[config.mk]
export PLATFORM = sky130hd
export DESIGN_NAME = sram_port_arbiter
export DESIGN_NICKNAME = d
export VERILOG_FILES = /design/src/rtl/sram_port_arbiter_pkg.sv /design/src/rtl/rr_arb2.sv /design/src/rtl/sram_port_arbiter.sv
export SDC_FILE = /design/constraint.sdc
export NUM_CORES = 1
export LEC_CHECK = 0
export ABC_CLOCK_PERIOD_IN_PS = 2800
export CAP_MARGIN = 20
export CORE_AREA = 2 2 94 96
export DETAILED_ROUTE_END_ITERATION = 16
export DIE_AREA = 0 0 96 98
export DONT_BUFFER_PORTS = 1
export GPL_TIMING_DRIVEN = 0
export MAX_ROUTING_LAYER = met4
export PLACE_DENSITY_LB_ADDON = 0.1
export SLEW_MARGIN = 0
export SYNTH_ARGS = -nofsm -noshare
export SYNTH_HDL_FRONTEND = slang
export SYNTH_HIERARCHICAL = 1
export SYNTH_SLANG_ARGS = --single-unit
[constraint.sdc]
create_clock -name CLK -period 2.8 [get_ports CLK]
set_clock_uncertainty 0.1 [all_clocks]
set_input_delay 0.56 -clock CLK [delete_from_list [all_inputs] [get_ports CLK]]
set_output_delay 0.56 -clock CLK [all_outputs]
set_load 0.01 [all_outputs]
[src/rtl/sram_port_arbiter_pkg.sv]
// Shared types for the two-requester single-port SRAM arbiter.
package sram_port_arbiter_pkg;

    typedef enum logic [1:0] {
        IDLE = 2'd0,
        INIT = 2'd1,
        RUN  = 2'd2
    } state_t;

    localparam logic REQ_A = 1'b0;
    localparam logic REQ_B = 1'b1;

endpackage

[src/rtl/rr_arb2.sv]
// Two-way round-robin arbiter; ptr names the requester that wins a tie.
module rr_arb2
    import sram_port_arbiter_pkg::*;
(
    input  logic clk,
    input  logic rst,
    input  logic en,
    input  logic req_a,
    input  logic req_b,
    output logic gnt_a,
    output logic gnt_b
);

    logic ptr;
    logic ptr_nxt;

    // Grant the lone requester, or the one holding priority when both ask
    always_comb begin
        gnt_a   = 1'b0;
        gnt_b   = 1'b0;
        ptr_nxt = ptr;
        if (en) begin
            if (req_a && (!req_b || ptr == REQ_A)) begin
                gnt_a = 1'b1;
            end else if (req_b) begin
                gnt_b = 1'b1;
            end
        end
        if (gnt_a) begin
            ptr_nxt = REQ_B;
        end else if (gnt_b) begin
            ptr_nxt = REQ_A;
        end
    end

    // Priority pointer: hands the tie to the other requester after each grant
    always_ff @(posedge clk or posedge rst) begin
        if (rst) begin
            ptr <= REQ_A;
        end else begin
            ptr <= ptr_nxt;
        end
    end

endmodule

[src/rtl/sram_port_arbiter.sv]
// Shares one single-port RAM between requesters A and B; clears the array
// after reset, then arbitrates round-robin with read data one cycle later.
module sram_port_arbiter
    import sram_port_arbiter_pkg::*;
#(
    parameter int AW      = 8,
    parameter int DW      = 34,
    parameter bit INIT_EN = 1'b1
)(
    input  logic          CLK,
    input  logic          RST,
    input  logic          A_VALID,
    output logic          A_READY,
    input  logic          A_WE,
    input  logic [AW-1:0] A_ADR,
    input  logic [DW-1:0] A_D,
    output logic          A_RVALID,
    output logic [DW-1:0] A_Q,
    input  logic          B_VALID,
    output logic          B_READY,
    input  logic          B_WE,
    input  logic [AW-1:0] B_ADR,
    input  logic [DW-1:0] B_D,
    output logic          B_RVALID,
    output logic [DW-1:0] B_Q,
    output logic [AW-1:0] MEM_ADR,
    output logic [DW-1:0] MEM_D,
    output logic          MEM_WE,
    input  logic [DW-1:0] MEM_Q,
    output logic          INIT_DONE
);

    // One extra counter bit keeps the last-address compare free of wrap aliasing
    localparam logic [AW:0] LAST_ADR = {1'b0, {AW{1'b1}}};
    localparam logic [AW:0] CNT_ONE  = {{AW{1'b0}}, 1'b1};

    state_t        state;
    state_t        state_nxt;
    logic [AW:0]   cnt;
    logic          gnt_a;
    logic          gnt_b;
    logic [AW-1:0] adr_hold;
    logic [DW-1:0] d_hold;
    logic          rd_vld;
    logic          rd_owner;

    rr_arb2 u_arb (
        .clk   (CLK),
        .rst   (RST),
        .en    (state == RUN),
        .req_a (A_VALID),
        .req_b (B_VALID),
        .gnt_a (gnt_a),
        .gnt_b (gnt_b)
    );

    assign A_READY  = gnt_a;
    assign B_READY  = gnt_b;
    assign A_Q      = MEM_Q;
    assign B_Q      = MEM_Q;
    assign A_RVALID = rd_vld && (rd_owner == REQ_A);
    assign B_RVALID = rd_vld && (rd_owner == REQ_B);

    // Next state: one IDLE cycle, optional clearing sweep, then RUN forever
    always_comb begin
        state_nxt = state;
        case (state)
            IDLE:    state_nxt = INIT_EN ? INIT : RUN;
            INIT:    if (cnt == LAST_ADR) state_nxt = RUN;
            RUN:     state_nxt = RUN;
            default: state_nxt = IDLE;
        endcase
    end

    // State, sweep counter and the registered init-complete flag
    always_ff @(posedge CLK or posedge RST) begin
        if (RST) begin
            state     <= IDLE;
            cnt       <= '0;
            INIT_DONE <= 1'b0;
        end else begin
            state     <= state_nxt;
            cnt       <= (state == INIT) ? cnt + CNT_ONE : '0;
            INIT_DONE <= (state_nxt == RUN);
        end
    end

    // RAM pin mux: sweep writes in INIT, granted requester in RUN, else hold
    always_comb begin
        MEM_WE  = 1'b0;
        MEM_ADR = adr_hold;
        MEM_D   = d_hold;
        case (state)
            IDLE: begin
                MEM_ADR = '0;
                MEM_D   = '0;
            end
            INIT: begin
                MEM_WE  = 1'b1;
                MEM_ADR = cnt[AW-1:0];
                MEM_D   = '0;
            end
            RUN: begin
                if (gnt_a) begin
                    MEM_WE  = A_WE;
                    MEM_ADR = A_ADR;
                    MEM_D   = A_D;
                end else if (gnt_b) begin
                    MEM_WE  = B_WE;
                    MEM_ADR = B_ADR;
                    MEM_D   = B_D;
                end
            end
            default: begin
                MEM_ADR = '0;
                MEM_D   = '0;
            end
        endcase
    end

    // Remember the last driven address/data so idle cycles do not toggle the pins
    always_ff @(posedge CLK or posedge RST) begin
        if (RST) begin
            adr_hold <= '0;
            d_hold   <= '0;
        end else begin
            adr_hold <= MEM_ADR;
            d_hold   <= MEM_D;
        end
    end

    // Response tag: which requester owns the RAM output next cycle
    always_ff @(posedge CLK or posedge RST) begin
        if (RST) begin
            rd_vld   <= 1'b0;
            rd_owner <= REQ_A;
        end else begin
            rd_vld   <= (gnt_a && !A_WE) || (gnt_b && !B_WE);
            rd_owner <= gnt_b ? REQ_B : REQ_A;
        end
    end

endmodule

==> flow_summary.toml <==
[status]
status = "complete, no violations"

[synth]
synth_top_area_share_pct = 41.5
synthTopCellsByArea = "dfrtp_1 (41%), buf_4 (15%), mux2i_1 (9.9%)"
ys_warn_count = 6
yosysMostFrequentCell = "buf_4"
yosysUniqueCellTypes = 32
ys.flop_type = "dfrtp_1"
netlist_area_sq_um = 3440
yosys.area.top_type = "dfrtp_1"
async_flop_share_pct = 100
synth_nets = 481
synth_seq_area_share_pct = 41.5
avgSynthCellArea_sq_um = 9.80
netlist_top_cells_count = "buf_4 (68), dfrtp_1 (57), nand2_1 (48)"
synth_cells = 351
yosys_register_bits = 57
synth_edf_count = 0

[power_and_ir_drop]
power_frac_seq_pct = 47.7
power_density_nw_per_um2 = 416
switching_share_pct = 23.4
p_int_mw = 1.32
ir_drop_mv = 0.262
p_clk_share_pct = 45.0
p_sw_uw = 403
p_comb_share_pct = 7.3
p_leak_nw = 2.24

[placement]
place_inst = 460
hpwl_um = 7250
gp_congestion = 0.804
io_buffer_count = 0

[sta]
fin_crit_ns = 2.75
rsz0062_at_grt = "true"
min_period_over_period_pct = 98.0
whs_ns = 0.222
slew_headroom_pct = 64.5
fin_tns_setup_ns = 0
report.final.hold_viol_count = 0
worstMarginPinSlew_ns = 0.532
setup_viol = 0
fmax_mhz = 364
maxSlewViolCount = 0

[clock_network]
clockBufferDepth = 2
h-tree-depth = 3
cts_num_sinks = 57
cts_tree = "yes"
path_clk_slew_ns = 0.07
ctsRootBufferMaster = "clkbuf_8"
cts_buffers = 9
clk_latency_ns = 0.34

[final_layout]
nFillCells = 812
antennaDiodeCount = 0
areaGrowthSynthToFinish_pct = 20.5
drive_above_1_share_pct = 35.1
stdcell_count = 481
layout.nets = 498

[drt]
viasPerCell = 5.33
drt_first_pass_iters = 4
post-route-drc-count = 0
vias = 2565
routed_wl_um = 9710
ant_nets = 0
drt-initial-drc-count = 109
routedWlPerCell_um = 20.2

[min_path]
hold_depth = 1
worstHoldPathType = "input port to flop"
min_from = "B_WE"
min_to = "rd_vld$_DFF_PP0_"

[die]
die_w_um = 96
die_h_um = 98
pin_count = 240
dieArea_sq_um = 9410
initial_core_util_pct = 40.6
placeableCoreArea_sq_um = 8470
rows = 34

[critical_path]
cp-end-kind = "output pin"
worstRegToRegCells = 9
path_class = "flop to output pin"
critPathArrivalTime_ns = 2.09
worst_setup_path_start_kind = "flop"
regToRegStartpoint = "state[0]$_DFF_PP0_"
crit_fanout = 7
rrSetupSlack_ns = 0.84
required_ns = 2.14
r2r_end = "d_hold[28]$_DFF_PP0_"

[grt]
grt_pass1_vias = 2595
grt_pass1_wl_um = 14200
grt_start_max_net_pins = 41
grt.total_usage_pct = 20.9
gr-total-overflow = 0
antenna_found_initial = 0

[job]
maxCapViolations = 0
final cells by class:
cell class / instances / area [sq um] / share of cell area, %
multi-input combinational: 194 / 1490 / 35.9
sequential: 57 / 1430 / 34.4
buffer: 87 / 726 / 17.5
clock buffer: 11 / 141 / 3.41
tap: 108 / 135 / 3.26
timing repair buffer: 8 / 130 / 3.14
clock inverter: 5 / 55.1 / 1.33
inverter: 11 / 43.8 / 1.06
state kept, by name, summed over array words and instances (netlist names):
| register | count |
|---|---|
| rd_owner | 1 |
| rd_vld | 1 |
| u_arb/ptr | 1 |
| INIT_DONE | 1 |
| state | 2 |
| adr_hold | 8 |
| cnt | 9 |
| d_hold | 34 |
power by group through the flow:
stage | registers (mW) | clock network, mW | logic (mW)
finish | 0.823 | 0.775 | 0.126
global route | 0.822 | 0.839 | 0.139
CTS | 0.823 | 0.801 | 0.129
detailed placement | 0.839 | 0 | 0.128
global placement | 0.839 | 0 | 0.125
floorplan | 0.839 | 0 | 0.113
worst max-delay path by stage:
stage                 end  slack, ns  cells after the start          startpoint
2_1_floorplan  MEM_ADR[1]       0.11                      9  state[0]$_DFF_PP0_
5_1_grt            MEM_WE      -0.06                     10  state[0]$_DFF_PP0_
6_report           MEM_WE       0.05                     10  state[0]$_DFF_PP0_
3_3_place_gp   MEM_ADR[1]      -0.52                      9  state[0]$_DFF_PP0_
4_1_cts        MEM_ADR[6]      0.005                      7  state[1]$_DFF_PP0_
3_5_place_dp   MEM_ADR[1]      -0.54                      9  state[0]$_DFF_PP0_
stage by stage:
step	area (sq um)	utilization, %	total power [mW]	setup slack [ns]
2_1_floorplan	3440	-	0.952	0.110
3_3_place_gp	3570	42.2	0.963	-0.520
3_5_place_dp	3590	42.4	0.966	-0.543
4_1_cts	3990	47.1	1.75	0.00490
5_1_grt	4140	48.9	1.80	-0.0556
6_report	4140	48.9	1.72	0.0547
cell usage in the layout, fill, tap and decap left out, types with 5 or more instances in the layout:
cell | netlist | layout
o211a_1 | 34 | 31
nor2_1 | 6 | 6
o21ai_0 | 19 | 10
mux2i_1 | 34 | 32
inv_1 | 10 | 8
clkbuf_8 | 0 | 11
o21ai_2 | 0 | 8
buf_4 | 68 | 71
buf_12 | 0 | 7
nand2_1 | 48 | 45
clkbuf_1 | 12 | 5
nor2b_1 | 10 | 10
a211oi_1 | 8 | 8
dfrtp_1 | 57 | 57
ha_1 | 6 | 5
critical path, stage by stage (launching register included):
cell and delay (ns):
dfrtp_1 0.40, inv_2 0.09, ha_4 0.17, nand2_4 0.05, a21oi_4 0.20, buf_12 0.19
buf_12 0.14, buf_12 0.12, nand2_4 0.04, o21ai_2 0.14, a21o_1 0.18
metal layers:
layer | vias to the layer above | share of wire [%] | wire length, um | track usage (%)
met3 | 12 | 9.0 | 872 | 6.40
met2 | 150 | 51 | 5000 | 34.3
li1 | 1165 | - | - | -
met4 | 0 | 1.4 | 136 | 7.25
met5 | - | 0 | 0 | -
met1 | 1238 | 38 | 3700 | 23.9
repair_timing:
item | in CTS | in global routing
pin swaps | 1 | 7
gates cloned | 1 | 2
gates resized for setup | 49 | 34
buffers inserted | 3 | 0
hold buffers | 1 | 0
endpoints found under the setup margin | 54 | 43
hold endpoints to repair | 16 | 0
cells by family after synthesis:
family	synth area share, %
AOI/OAI and AO/OA	16.4
xor gates and xnor gates	0.764
adders and majority gates	2.18
buffers and inverters	18.6
DFF	41.5
muxes	9.90
and+or+nand+nor	10.6
Note: power is estimated with default switching activity, not from simulation.
